==> src/rtl/jtag_tap_ctrl.sv <==
`default_nettype none
// ============================================================================
// Module   : jtag_tap_ctrl
// Purpose  : Oversampled IEEE 1149.1 TAP controller in the system clock domain,
//            owning IR, IDCODE and BYPASS and strobing one external user DR.
// Revision : 1.0 - initial release
// ============================================================================
module jtag_tap_ctrl #(
    parameter int unsigned          IR_LENGTH    = 5,
    parameter logic [31:0]          IDCODE_VALUE = 32'h04F5_484D,
    parameter logic [IR_LENGTH-1:0] USER_INSTR   = IR_LENGTH'('h10)
) (
    input  logic                 clk_i,
    input  logic                 rst_i,
    input  logic                 tck_i,
    input  logic                 tms_i,
    input  logic                 tdi_i,
    output logic                 tdo_o,
    output logic                 tdo_oe_o,
    output logic [IR_LENGTH-1:0] ir_o,
    output logic [3:0]           tap_state_o,
    output logic                 user_sel_o,
    output logic                 dr_capture_o,
    output logic                 dr_shift_o,
    output logic                 dr_update_o,
    input  logic                 user_tdo_i
);

    typedef enum logic [3:0] {
        ST_TLR      = 4'hF,
        ST_RTI      = 4'hC,
        ST_SEL_DR   = 4'h7,
        ST_CAP_DR   = 4'h6,
        ST_SH_DR    = 4'h2,
        ST_EX1_DR   = 4'h1,
        ST_PAUSE_DR = 4'h3,
        ST_EX2_DR   = 4'h0,
        ST_UPD_DR   = 4'h5,
        ST_SEL_IR   = 4'h4,
        ST_CAP_IR   = 4'hE,
        ST_SH_IR    = 4'hA,
        ST_EX1_IR   = 4'h9,
        ST_PAUSE_IR = 4'hB,
        ST_EX2_IR   = 4'h8,
        ST_UPD_IR   = 4'hD
    } tap_state_e;

    localparam logic [IR_LENGTH-1:0] c_ir_idcode  = IR_LENGTH'(1);
    localparam logic [IR_LENGTH-1:0] c_ir_capture = IR_LENGTH'(2'b01);

    tap_state_e           r_state;
    tap_state_e           w_next_state;
    logic                 r_tck_q;
    logic                 w_rise;
    logic                 w_fall;
    logic [IR_LENGTH-1:0] r_ir;
    logic [IR_LENGTH-1:0] r_ir_shift;
    logic                 r_user_sel;
    logic [31:0]          r_idcode_sr;
    logic                 r_bypass;
    logic                 r_tdo;
    logic                 r_tdo_oe;
    logic                 w_sel_idcode;
    logic                 w_dr_lsb;

    assign w_rise       = tck_i & ~r_tck_q;
    assign w_fall       = ~tck_i & r_tck_q;
    assign w_sel_idcode = (r_ir == c_ir_idcode);
    assign w_dr_lsb     = r_user_sel   ? user_tdo_i :
                          w_sel_idcode ? r_idcode_sr[0] : r_bypass;

    always_ff @(posedge clk_i) begin
        if (rst_i) begin
            r_state <= ST_TLR;
        end else if (w_rise) begin
            r_state <= w_next_state;
        end
    end

    // Strobes are gated by rst_i so a reset landing on an edge never leaks one.
    always_comb begin
        w_next_state = r_state;
        dr_capture_o = 1'b0;
        dr_shift_o   = 1'b0;
        dr_update_o  = 1'b0;
        case (r_state)
            ST_TLR:      w_next_state = tms_i ? ST_TLR    : ST_RTI;
            ST_RTI:      w_next_state = tms_i ? ST_SEL_DR : ST_RTI;
            ST_SEL_DR:   w_next_state = tms_i ? ST_SEL_IR : ST_CAP_DR;
            ST_CAP_DR:   w_next_state = tms_i ? ST_EX1_DR : ST_SH_DR;
            ST_SH_DR:    w_next_state = tms_i ? ST_EX1_DR : ST_SH_DR;
            ST_EX1_DR:   w_next_state = tms_i ? ST_UPD_DR : ST_PAUSE_DR;
            ST_PAUSE_DR: w_next_state = tms_i ? ST_EX2_DR : ST_PAUSE_DR;
            ST_EX2_DR:   w_next_state = tms_i ? ST_UPD_DR : ST_SH_DR;
            ST_UPD_DR:   w_next_state = tms_i ? ST_SEL_DR : ST_RTI;
            ST_SEL_IR:   w_next_state = tms_i ? ST_TLR    : ST_CAP_IR;
            ST_CAP_IR:   w_next_state = tms_i ? ST_EX1_IR : ST_SH_IR;
            ST_SH_IR:    w_next_state = tms_i ? ST_EX1_IR : ST_SH_IR;
            ST_EX1_IR:   w_next_state = tms_i ? ST_UPD_IR : ST_PAUSE_IR;
            ST_PAUSE_IR: w_next_state = tms_i ? ST_EX2_IR : ST_PAUSE_IR;
            ST_EX2_IR:   w_next_state = tms_i ? ST_UPD_IR : ST_SH_IR;
            ST_UPD_IR:   w_next_state = tms_i ? ST_SEL_DR : ST_RTI;
            default:     w_next_state = ST_TLR;
        endcase
        if (r_user_sel && !rst_i) begin
            dr_capture_o = w_rise && (r_state == ST_CAP_DR);
            dr_shift_o   = w_rise && (r_state == ST_SH_DR);
            dr_update_o  = w_fall && (r_state == ST_UPD_DR);
        end
    end

    always_ff @(posedge clk_i) begin
        if (rst_i) begin
            r_tck_q     <= 1'b0;
            r_ir        <= c_ir_idcode;
            r_user_sel  <= 1'b0;
            r_ir_shift  <= '0;
            r_idcode_sr <= '0;
            r_bypass    <= 1'b0;
            r_tdo       <= 1'b0;
            r_tdo_oe    <= 1'b0;
        end else begin
            r_tck_q <= tck_i;
            if (w_rise) begin
                case (r_state)
                    ST_CAP_IR: r_ir_shift <= c_ir_capture;
                    ST_SH_IR:  r_ir_shift <= {tdi_i, r_ir_shift[IR_LENGTH-1:1]};
                    ST_CAP_DR: begin
                        r_idcode_sr <= IDCODE_VALUE;
                        r_bypass    <= 1'b0;
                    end
                    ST_SH_DR: begin
                        if (!r_user_sel) begin
                            if (w_sel_idcode) begin
                                r_idcode_sr <= {tdi_i, r_idcode_sr[31:1]};
                            end else begin
                                r_bypass <= tdi_i;
                            end
                        end
                    end
                    default: ;
                endcase
            end
            if (w_fall) begin
                r_tdo    <= 1'b0;
                r_tdo_oe <= 1'b0;
                case (r_state)
                    ST_SH_IR: begin
                        r_tdo    <= r_ir_shift[0];
                        r_tdo_oe <= 1'b1;
                    end
                    ST_SH_DR: begin
                        r_tdo    <= w_dr_lsb;
                        r_tdo_oe <= 1'b1;
                    end
                    ST_UPD_IR: begin
                        r_ir       <= r_ir_shift;
                        r_user_sel <= (r_ir_shift == USER_INSTR);
                    end
                    default: ;
                endcase
            end
            if (r_state == ST_TLR) begin
                r_ir       <= c_ir_idcode;
                r_user_sel <= (c_ir_idcode == USER_INSTR);
            end
        end
    end

    assign tdo_o       = r_tdo;
    assign tdo_oe_o    = r_tdo_oe;
    assign ir_o        = r_ir;
    assign user_sel_o  = r_user_sel;
    assign tap_state_o = r_state;

endmodule
`default_nettype wire

==> config.mk <==
export PLATFORM = sky130hd
export DESIGN_NAME = jtag_tap_ctrl
export DESIGN_NICKNAME = d
export VERILOG_FILES = /design/src/rtl/jtag_tap_ctrl.sv
export SDC_FILE = /design/constraint.sdc
export NUM_CORES = 1
export LEC_CHECK = 0
export BUFFER_PORTS_ARGS = -buffer_cell sky130_fd_sc_hd__buf_4
export CAP_MARGIN = 5
export CORE_ASPECT_RATIO = 1.5
export CORE_MARGIN = 4
export CORE_UTILIZATION = 45
export DETAILED_ROUTE_END_ITERATION = 6
export PLACE_DENSITY_LB_ADDON = 0.3
export SLEW_MARGIN = 5
export SYNTH_ARGS = -nofsm -noshare
export SYNTH_HDL_FRONTEND = slang
export SYNTH_SLANG_ARGS = --single-unit
==> constraint.sdc <==
create_clock -name clk_i -period 5.45 [get_ports clk_i]
set_input_delay 0.8175 -clock clk_i [delete_from_list [all_inputs] [get_ports clk_i]]
set_output_delay 0.8175 -clock clk_i [all_outputs]
set_load 0.1 [all_outputs]
Word-level counts from Yosys, hierarchy flattened
Index checks and enable logic that the tools add are counted.
{"block": "classes", "reduce_logical": 17, "bitwise": 4, "n_mux": 27, "n_eq_ne": 20}
{"operator": "$mux W32", "n": 2}
{"operator": "$pmux W32 S2", "n": 1}
{"operator": "$pmux W4 S12", "n": 1}
{"operator": "$eq A4 B4 Y1 const B", "n": 8}
{"operator": "$eq A4 B3 Y1 const B", "n": 4}
{"operator": "$mux W2", "n": 6}
{"operator": "$mux W3", "n": 4}
{"operator": "$pmux W5 S2", "n": 1}
{"operator": "$mux W1", "n": 9}
{"operator": "$eq A4 B2 Y1 const B", "n": 2}
{"operator": "$reduce_and A4 Y1", "n": 2}
{"operator": "$reduce_or A2 Y1", "n": 4}
{"operator": "$ne A2 B2 Y1 const B", "n": 3}
{"operator": "$eq A5 B1 Y1 const B", "n": 1}
{"operator": "$eq A5 B5 Y1 const B", "n": 1}
{"operator": "$eq A4 B1 Y1 const B", "n": 1}
{"operator": "$logic_and A1 B1 Y1", "n": 4}
{"operator": "$logic_not A4 Y1", "n": 1}
{"operator": "$mux W4", "n": 1}
{"operator": "$pmux W1 S2", "n": 2}
{"operator": "$reduce_and A2 Y1", "n": 2}
{"operator": "$reduce_bool A2 Y1", "n": 2}
{"operator": "$reduce_or A3 Y1", "n": 1}
{"operator": "$and A1 B1 Y1", "n": 2}
{"operator": "other kinds (2)", "n": 3}
{"block": "word_totals", "elab_cells": 77, "in_bits": 6, "register_bits": 51}

Depth between registers and ports, before layout
Gate-level depths: netlist of the first run.
{"block": "logic_depth", "word_depth": 4, "mapped_depth": 7, "mapped_depth_nobuf": 4}

Worst setup path after synthesis of the first run
OpenSTA, ideal clock, no wires.
{"block": "synth_timing", "path_type": "register -> output", "from": "register r_state[2], in the netlist tap_state_o[2]", "to": "output port dr_update_o", "slack_ns": -0.085, "arrival_time_ns": 4.718, "t_required_ns": 4.633, "path_stages_with_launch": 5, "path_cell_list": "dfxtp_1 -> buf_6 -> clkbuf_1 -> nand4b_1 -> nor4b_1"}
{"block": "synth_via", "elab_chain_cells": 3}
{"item": "start, declared", "line": "51", "rtl": "tap_state_e r_state;"}
{"item": "start signal, assigned", "line": "76", "rtl": "r_state <= w_next_state;"}
{"item": "$eq A4 B3 Y1", "line": "108", "rtl": "dr_update_o = w_fall && (r_state == ST_UPD_DR);"}
{"item": "$logic_and A1 B1 Y1", "line": "108"}
{"item": "$mux W1", "line": "105", "rtl": "if (r_user_sel && !rst_i) begin"}
{"item": "end, declared", "line": "25", "rtl": "output logic dr_update_o,"}
No other way between the ends.

Worst setup path after layout of the first run
{"block": "layout_timing", "from": "input port rst_i", "to": "output port dr_update_o"}
{"block": "layout_via", "elab_chain_cells": 3}
{"item": "start, declared", "line": "14", "rtl": "input logic rst_i,"}
{"item": "$logic_not A1 Y1", "line": "105"}
{"item": "$logic_and A1 B1 Y1", "line": "105"}
{"item": "$mux W1", "line": "105"}
No other way between the ends.

==> summary.txt, run 1 <==
Critical path
  – Worst-path maximum fanout: 20
  – Critical path arrival: approximately 2.3 ns
  – Critical path endpoint category: output port
  – Worst Path Class, Setup: in2out
  – R2r setup slk: roughly 3.1 ns
  – CP required: approximately 4.6 ns
  – Startpoint types: primary input

Place
  – Dpl ws: ~2.4 ns
  – Post-DP Area: 0.00219 mm²
  – Final RePlAce weighted congestion: between 0.7 and 0.8
  – PortBufs: 20
  – Post-DP HPWL: between 2000 and 3000 µm

Route
  – Final antenna-violating net count: 0
  – First drt pass iteration count: 4
  – Wire length per cell: 15.7 µm
  – 1st-iter DRT viols: a little under 80
  – DRC errors left: 0
  – Vias/cell: 5.95
  – Final WL: a little over 4000 µm
  – Vias: roughly 1500

Timing
  – Final max-slew violation count: 0
  – Setup_tns: 0 ns
  – Final setup viols: 0
  – Endpoints failing hold: 0
  – Worst setup margin: 2.35 ns
  – Measured slew at the worst slew-check pin: about 0.69 ns
  – Min cycle time layout: about 3.1 ns
  – Max Freq: roughly 320 MHz
  – Slew HR: 53.7%
  – Final worst-path cycle share: about 57%
  – RSZ-0062 raised after global routing: false
  – Worst clock skew: around 0.015 ns
  – Hold WS: between 0.4 and 0.5 ns

Global routing
  – Total gr overflow: 0
  – Initial antenna violation count: 0
  – Largest net degree at the start of global routing: 21
  – Vias in the first global route: 1523
  – GRT Total Usage: between 10% and 20%
  – First-pass GRT wire length: 7200 µm

Synthesis
  – Commonest cells post-synth: 51 x dfxtp_1, 18 x nand2_1, 13 x o221a_2
  – Most numerous cell in the Yosys netlist: dfxtp_1
  – Yosys top cell by area: dfxtp_1
  – Post-synth EDFFs: 0
  – Primary FF master, synth: dfxtp_1
  – Main area contributors after synthesis: dfxtp_1 49%, o221a_2 7.1%, a22o_2 4.8%
  – Seq cells post-synth: slightly above 50
  – Syn Inst Count: 198
  – Netlist cell types: 40
  – Avg Inst Size Synth: ~10 µm²
  – Synth async-reset ratio: 0%
  – Yosys Warn Count: 0
  – Synth top area share: between 40% and 50%
  – Net Count, Synth: between 200 and 250
  – Sequential share of the synthesized area: about half
  – Cell area after synthesis: between 0.002 and 0.0025 mm²

Clocking
  – CTS Root Cell: clkbuf_8
  – Latest clock arrival within the worst-skew pair: around 0.31 ns
  – CTS tree: done
  – Hold buffers post-CTS: 0
  – Num CTS Buffers: 5
  – Clk sinks: 51
  – Postcts setup bufs: 0
  – CTS resizes: 0
  – Max clock buf depth: 2
  – CTS clk-pin slew, worst paths: approximately 0.10 ns
  – H-tree Lvls: 2

Cells and area
  – Nets: 217
  – Layout area overhead: 10.3%
  – Fraction of final layout cells with drive strength greater than 1: around 27%
  – # diodes: 0
  – Filler instances: between 400 and 500
  – Post-route cell area: 0.00228 mm²

Floorplanning
  – FP Rows: 30
  – Die H: about 91 µm
  – Top Ports: 21
  – Total die area: 0.00577 mm²
  – DIE WIDTH: 63.4 µm
  – Core area: between 0.004 and 0.005 mm²
  – Starting density of the core: a little under half

Power
  – Power density cells: 296 mW/mm²
  – Peak supply drop: about 0.00014 V
  – Leakage: 0.844 nW

Status
  – Status: complete, no violations

Run
  – Max Cap Viol: 0

Min path
  – Min-delay worst type: reg2reg
==> flip-flops by register name, indices dropped and copies added, names as in the netlist <==
register     count
r_idcode_sr     32
r_tck_q          1
ir_o             5
tdo_oe_o         1
tap_state_o      4
tdo_o            1
user_sel_o       1
r_bypass         1
r_ir_shift       5
==> path summary, 6_finish.rpt <==
check             depth (start not counted)                            to                          from
setup / recovery                          5                   dr_update_o                         rst_i
hold / removal                            1  r_idcode_sr[24]$_SDFFE_PP0P_  r_idcode_sr[25]$_SDFFE_PP0P_
setup reg to reg                          4  r_idcode_sr[31]$_SDFFE_PP0P_   tap_state_o[1]$_SDFFE_PP1P_
hold reg to reg                           1  r_idcode_sr[24]$_SDFFE_PP0P_  r_idcode_sr[25]$_SDFFE_PP0P_
==> worst max-delay path, cell delays in order <==
cell	delay, ns
buf_4	0.17
inv_1	0.44
nand4b_1	0.23
nor4b_2	0.29
buf_4	0.33
==> logic make-up (layout without fill, tap and decap cells) <==
logic type | after synthesis | in the layout | share of synthesized area [%]
compound gates | 66 | 66 | 26.1
mux | 2 | 2 | 0.967
buf+inv | 16 | 30 | 5.14
simple gates | 63 | 63 | 18.4
flops | 51 | 51 | 49.3
==> per-stage QoR <==
step	instances	util, %	total power (W)
after global placement	252	48.6	0.000458
after detailed placement	252	48.6	0.000458
after CTS	260	50.7	0.000682
final	260	50.7	0.000676
after floorplan	198	-	0.000445
after global routing	260	50.7	0.000704
==> cell type report <==
type / count / area [µm²] / share of cell area [%]
tap: 48 / 60.1 / 2.63
multi-input combinational: 131 / 948 / 41.5
timing repair buffer: 20 / 150 / 6.58
sequential: 51 / 1020 / 44.7
clock buffer: 5 / 68.8 / 3.01
clock inverter: 3 / 27.5 / 1.21
inverter: 2 / 7.51 / 0.329
==> power by group <==
part	leakage (nW)	internal, W	switching, W
logic	0.386	0.0000186	0.0000426
clock network	0.0463	0.0000943	0.000132
registers	0.412	0.000376	0.0000120
==> metal layers <==
metal | track usage [%] | part of all wire (%)
met1 | 19.3 | 46
met2 | 24.2 | 48
met3 | 3.96 | 3.8
met4 | 7.57 | 2.8
met5 | 0 | 0
==> cell usage in the layout, fill, tap and decap left out, types with 2 or more instances in the layout <==
master    netlist  layout
nand3_1         8       8
o21a_1          2       2
dfxtp_1        51      51
nor2_1          5       5
nor2b_1         6       6
nand2_1        18      18
nand3b_1        5       5
nor3_1          2       2
nand2b_1        2       2
nand4b_1        2       2
a22o_2         10      10
nor3b_1         2       2
nor4_1          3       3
a21oi_1        12      12
o221a_2        13      13
o21ai_0        12      12
inv_1           2       2
a22o_1          9       9
mux2i_1         2       2
buf_4           2      20
clkbuf_8        0       5
Note: power is estimated with default switching activity, not from simulation.
==> run 2: changes to the inputs <==
- clock period: 5.45 -> 2.6 ns (I/O delays scaled with it)
==> run 2 against run 1 <==
- clock power is 120% higher
- non-clock buffer count is 4 higher
- largest power group unchanged
- combinational power is 120% higher
==> summary.txt, run 2 (synthesis gave the netlist of run 1 again) <==
Place
  – Post-DP HPWL: 2780 µm (+2.4%)
  – PortBufs: 20 (unchanged)
  – Post-DP Area: 0.00226 mm² (+3.2%)
  – Placed cell count: 256 (+1.6%)
  – Dpl ws: 0.558 ns (-1.81 ns)
  – Final RePlAce weighted congestion: 0.786 (-0.98%)

Critical path
  – CP cell instances: nor4b_1 > nand2_1 > nor2_4 > buf_4
  – Startpoint types: flip-flop
  – Slowest-stage cell, CP: nor4b_1
  – CP top delay family: simple AND/OR/NAND/NOR gates
  – Worst Path Class, Setup: reg2out
  – CP Buf/Inv Count: 1 (-2)
  – Worst path max stage delay: 0.53 ns (+0.09 ns)
  – Worst-path maximum fanout: 14 (-30%)
  – Critical path endpoint category: output port
  – CP required: 2.21 ns (-2.42 ns)
  – Critical path arrival: 1.97 ns (-0.31 ns)

Global routing
  – GRT Total Usage: 15.6% (+0.17 points)
  – Total gr overflow: 0 (unchanged)
  – Largest net degree at the start of global routing: 21 (unchanged)
  – Vias in the first global route: 1525 (+0.13%)
  – Initial antenna violation count: 0 (unchanged)
  – First-pass GRT wire length: 7270 µm (+0.96%)

Clocking
  – CTS clk-pin slew, worst paths: 0.08 ns (-0.02 ns)
  – Postcts setup bufs: 0 (unchanged)
  – H-tree Lvls: 2 (unchanged)
  – Hold buffers post-CTS: 0 (unchanged)
  – Latest clock arrival within the worst-skew pair: 0.30 ns (about the same)
  – CTS resizes: 0 (unchanged)
  – Num CTS Buffers: 5 (unchanged)
  – Clk sinks: 51 (unchanged)
  – Max clock buf depth: 2 (unchanged)
  – CTS tree: done
  – CTS Root Cell: clkbuf_8

Cells and area
  – Commonest non-fill, non-tap cell in the layout: dfxtp_1
  – Nets: 221 (+1.8%)
  – Area of the multi-input gates: 980 µm² (+3.3%)
  – Post-route cell area: 0.00235 mm² (+3.1%)
  – Layout area overhead: 13.8%
  – # diodes: 0 (unchanged)
  – Largest register FFs: 32 (unchanged)
  – Fraction of final layout cells with drive strength greater than 1: 31.2% (+3.8 points)
  – Commonest non-fill, non-tap cells in the layout: 46 x dfxtp_1, 24 x buf_4, 18 x nand2_1, 13 x o221a_2
  – Layout Cells excl Fill: 263 (+1.2%)
  – Filler instances: 418 (-1.4%)
  – Biggest register: r_idcode_sr
  – Storage cell area: 0.00103 mm² (+0.86%)

Timing
  – Slew HR: 60.5% (+6.7 points)
  – Final max-slew violation count: 0 (unchanged)
  – Worst setup margin: 0.235 ns (-2.12 ns)
  – Min cycle time layout: 2.36 ns
  – Worst clock skew: 0.00763 ns (-0.00760 ns)
  – Measured slew at the worst slew-check pin: 0.585 ns (-0.109 ns)
  – Final worst-path cycle share: 91.0%
  – RSZ-0062 raised after global routing: false
  – Max Freq: between 400 and 500 MHz
  – Endpoints failing hold: 0 (unchanged)
  – Final setup viols: 0 (unchanged)

Floorplanning
  – Die H: 91.1 µm (unchanged)
  – Top Ports: 21 (unchanged)
  – Core area: 0.00450 mm² (unchanged)
  – Starting density of the core: 45.9% (unchanged)
  – FP Rows: 30 (unchanged)
  – DIE WIDTH: 63.4 µm (unchanged)
  – Total die area: 0.00577 mm² (unchanged)

Power
  – Internal power: 0.00108 W (+120%)
  – NetSw: 0.000360 W (+93%)
  – Clock power share: 33.9% (+0.4 points)
  – Logic pwr share: 9.3% (+0.2 points)
  – Sequential share of power: 56.8% (-0.7 points)
  – Peak supply drop: 0.000304 V (+110%)
  – Switching part of the total: 25.1% (-2.5 points)
  – Power density cells: 610 mW/mm² (+110%)
  – Leakage: 0.876 nW (+3.9%)
  – Total power: 0.00144 W (+110%)

Route
  – First drt pass iteration count: 4 (unchanged)
  – Final WL: 4130 µm (+0.93%)
  – 1st-iter DRT viols: 73 (-6.4%)
  – DRC errors left: 0 (unchanged)
  – Final antenna-violating net count: 0 (unchanged)
  – Vias/cell: 5.90 (-0.76%)
  – Wire length per cell: 15.7 µm (-0.22%)
  – Vias: 1553 (+0.39%)

Min path
  – Min-delay worst type: in2reg

Run
  – Max Cap Viol: 0 (unchanged)

Status
  – Status: complete, no violations
[run 2: layout make-up]
class,instances,share of cell area (%)
multi-input combinational,131,41.6
tap,48,2.55
timing repair buffer,24,7.65
inverter,2,0.319
clock buffer,7,4.14
sequential,51,43.7
[run 2: worst reg2reg max path, cell delays in order, from the launching register on]
cell	delay (ns)
dfxtp_1	0.41
or4b_4	0.51
nor3_4	0.25
o21a_1	0.46
o221a_2	0.27
[run 2: worst paths after layout]
| path | start | endpoint | slack, ns | depth (start not counted) |
|---|---|---|---|---|
| hold reg to reg | tdo_oe_o$_SDFFE_PP0P_ | tdo_oe_o$_SDFFE_PP0P_ | 0.47 | 2 |
| hold / removal | tck_i | r_tck_q$_SDFF_PP0_ | 0.34 | 2 |
| setup / recovery | tap_state_o[1]$_SDFFE_PP1P_ | dr_shift_o | 0.24 | 4 |
| setup reg to reg | ir_o[0]$_SDFFE_PP1P_ | r_idcode_sr[23]$_SDFFE_PP0P_ | 0.64 | 4 |
[run 2: through the flow]
stage	utilization, %	TNS [ns]	hold WS, ns
floorplan	-	-0.0587	0.439
global placement	50.1	0	0.448
detailed placement	50.1	0	0.456
CTS	52.3	0	0.339
global route	52.3	0	0.331
finish	52.3	0	0.342
[run 2: layer usage]
layer | wire [µm] | vias up | GRT usage [%]
met5 | 0 | - | 0
met4 | 80 | 0 | 5.41
met3 | 118 | 8 | 3.84
met2 | 1970 | 22 | 25.4
met1 | 1960 | 736 | 19.9
li1 | - | 787 | -
[run 2: power by group through the flow]
stage | logic (W) | registers, W | clock network, W
final | 0.000134 | 0.000816 | 0.000486
after global routing | 0.000144 | 0.000820 | 0.000531
after CTS | 0.000135 | 0.000816 | 0.000497
after detailed placement | 0.000134 | 0.000835 | 0
after global placement | 0.000134 | 0.000833 | 0
after floorplan | 0.0000809 | 0.000857 | 0
==> run 3: changes to the inputs <==
- RECOVER_POWER: unset -> 25
==> run 3 against run 2 <==
- register-to-register slack about the same
- clock power about the same
- via count about the same
- combinational power down 3%
- worst hold slack about the same
- highest routed layer unchanged
- maximum frequency up 0.31%
- power down 0.24%
- flip-flop and latch count unchanged
- sequential power about the same
- global-route usage unchanged
==> summary.txt, run 3 (synthesis gave the netlist of run 1 again) <==
Critical path
  – Worst Path Class, Setup: reg2out
  – Reg-to-Reg Start: ir_o[0]$_SDFFE_PP1P_
  – Worst path max stage delay: 0.53 ns (about the same)
  – CP Buf/Inv Count: 1 (unchanged)
  – CP Launch Point: tap_state_o[1]$_SDFFE_PP1P_
  – Slowest-stage cell, CP: nor4b_1
  – Critical path arrival: 1.97 ns (about the same)
  – CP cell instances: nor4b_1 > nand2_1 > nor2_4 > buf_4
  – Worst-path maximum fanout: 14 (unchanged)
  – Worst path depth: 4 (unchanged)
  – CP required: 2.21 ns (about the same)
  – Startpoint types: flip-flop
  – CP top delay family: simple AND/OR/NAND/NOR gates
  – Critical path endpoint category: output port
  – R2R cell count: 4 (unchanged)

Global routing
  – Largest net degree at the start of global routing: 21 (unchanged)
  – Vias in the first global route: 1525 (unchanged)
  – Initial antenna violation count: 0 (unchanged)
  – First-pass GRT wire length: 7270 µm (unchanged)
  – GRT Total Usage: 15.6% (unchanged)
  – Total gr overflow: 0 (unchanged)

Timing
  – Max Freq: 424 MHz (+0.31%)
  – Final worst-path cycle share: 90.7% (-0.28 points)
  – Final max-slew violation count: 0 (unchanged)
  – Worst clock skew: 0.00870 ns (+0.00108 ns)
  – Final setup viols: 0 (unchanged)
  – RSZ-0062 raised after global routing: false
  – Min cycle time layout: 2.36 ns (-0.00740 ns)
  – Hold WS: 0.342 ns (+0.0000120 ns)
  – Measured slew at the worst slew-check pin: 1.17 ns (+0.585 ns)
  – Endpoints failing hold: 0 (unchanged)
  – Slew HR: 22.4% (-38 points)
  – Worst setup margin: 0.243 ns (+0.00740 ns)

Place
  – Final RePlAce weighted congestion: 0.786 (unchanged)
  – PortBufs: 20 (unchanged)
  – Post-DP HPWL: 2780 µm (unchanged)
  – Dpl ws: 0.558 ns (unchanged)

Min path
  – Hold path cells: 2 (unchanged)
  – Hold Crit Start: tck_i
  – Min-delay worst type: in2reg

Floorplanning
  – FP Rows: 30 (unchanged)
  – Top Ports: 21 (unchanged)
  – Starting density of the core: 45.9% (unchanged)
  – Total die area: 0.00577 mm² (unchanged)
  – DIE WIDTH: 63.4 µm (unchanged)
  – Core area: 0.00450 mm² (unchanged)
  – Die H: 91.1 µm (unchanged)

Cells and area
  – End-of-flow core utilization: 51.4% (-0.92 points)
  – Filler instances: 431 (+3.1%)
  – Layout area overhead: 11.8%
  – Biggest register: r_idcode_sr
  – Commonest non-fill, non-tap cells in the layout: 46 x dfxtp_1, 18 x nand2_1, 13 x o221a_2, 13 x buf_4
  – Fraction of final layout cells with drive strength greater than 1: 26.0% (-5.1 points)
  – # diodes: 0 (unchanged)
  – Commonest non-fill, non-tap cell in the layout: dfxtp_1
  – Largest register FFs: 32 (unchanged)
  – Nets: 221 (unchanged)

Power
  – Logic pwr share: 9.1% (-0.2 points)
  – Total power: 0.00143 W (-0.24%)
  – Internal power: 0.00107 W (-0.32%)
  – Switching part of the total: 25.1% (+0.058 points)
  – NetSw: 0.000360 W (about the same)
  – Peak supply drop: 0.000305 V (+0.22%)
  – Leakage: 0.833 nW (-5.0%)
  – Power density cells: 619 mW/mm² (+1.5%)
  – Sequential share of power: 57.0% (+0.2 points)
  – Clock power share: 33.9% (about the same)

Clocking
  – CTS resizes: 0 (unchanged)
  – CTS Root Cell: clkbuf_8
  – Postcts setup bufs: 0 (unchanged)
  – Num CTS Buffers: 5 (unchanged)
  – Hold buffers post-CTS: 0 (unchanged)
  – CTS clk-pin slew, worst paths: 0.08 ns (about the same)
  – Max clock buf depth: 2 (unchanged)
  – Latest clock arrival within the worst-skew pair: 0.30 ns (about the same)
  – H-tree Lvls: 2 (unchanged)
  – CTS tree: done
  – Clk sinks: 51 (unchanged)

Route
  – Final antenna-violating net count: 0 (unchanged)
  – DRC errors left: 0 (unchanged)
  – Final WL: 4150 µm (+0.48%)
  – Vias/cell: 5.90 (about the same)
  – Vias: 1552 (-0.064%)
  – Wire length per cell: 15.8 µm (+0.48%)
  – First drt pass iteration count: 4 (unchanged)
  – 1st-iter DRT viols: 79 (+8.2%)

Run
  – Max Cap Viol: 0 (unchanged)

Status
  – Status: complete, no violations
## run 3: cell count changes in the layout (fill, tap and decap cells not counted)
cell / change
clkbuf_1: +11
buf_4: -11
## run 3: worst paths after layout
check                                      end  slack [ns]
hold / removal              r_tck_q$_SDFF_PP0_        0.34
hold reg to reg          tdo_oe_o$_SDFFE_PP0P_        0.47
setup reg to reg  r_idcode_sr[23]$_SDFFE_PP0P_        0.64
setup / recovery                    dr_shift_o        0.24
## run 3: power by group through the flow
stage	sequential (W)	clock (W)	combinational, W
2_1_floorplan	0.000857	0	0.0000809
3_3_place_gp	0.000833	0	0.000134
3_5_place_dp	0.000835	0	0.000134
4_1_cts	0.000816	0.000497	0.000135
5_1_grt	0.000820	0.000531	0.000141
6_report	0.000816	0.000486	0.000130
## run 3: area by class of cell
type / count / area (µm²) / share of cell area [%]
repair buffers: 24 / 139 / 6.00
flip-flops and latches: 51 / 1030 / 44.5
inverters: 2 / 7.51 / 0.324
well taps: 48 / 60.1 / 2.60
multi-input cells: 131 / 980 / 42.3
clock buffers: 7 / 97.6 / 4.22
## run 3: worst reg2reg max path, delay by kind of cell (launching register included)
family           cells  cell delay [ns]
AO/OA/AOI/OAI        2             0.73
flip-flops           1             0.41
AND/OR/NAND/NOR      2             0.76
## run 3: layer usage
metal  track usage (%)  up-vias  wire [µm]
li1                  -      786          -
met4              5.41        0         76
met2              25.4       25       2010
met3              3.84        8        123
met5                 0        -          0
met1              19.9      733       1940
## run 3: metrics by stage
stage	cell area [µm²]	TNS, ns	instances
3_5_place_dp	2260	0	256
3_3_place_gp	2260	0	256
6_report	2310	0	263
5_1_grt	2310	0	263
2_1_floorplan	2120	-0.0587	198
4_1_cts	2350	0	263
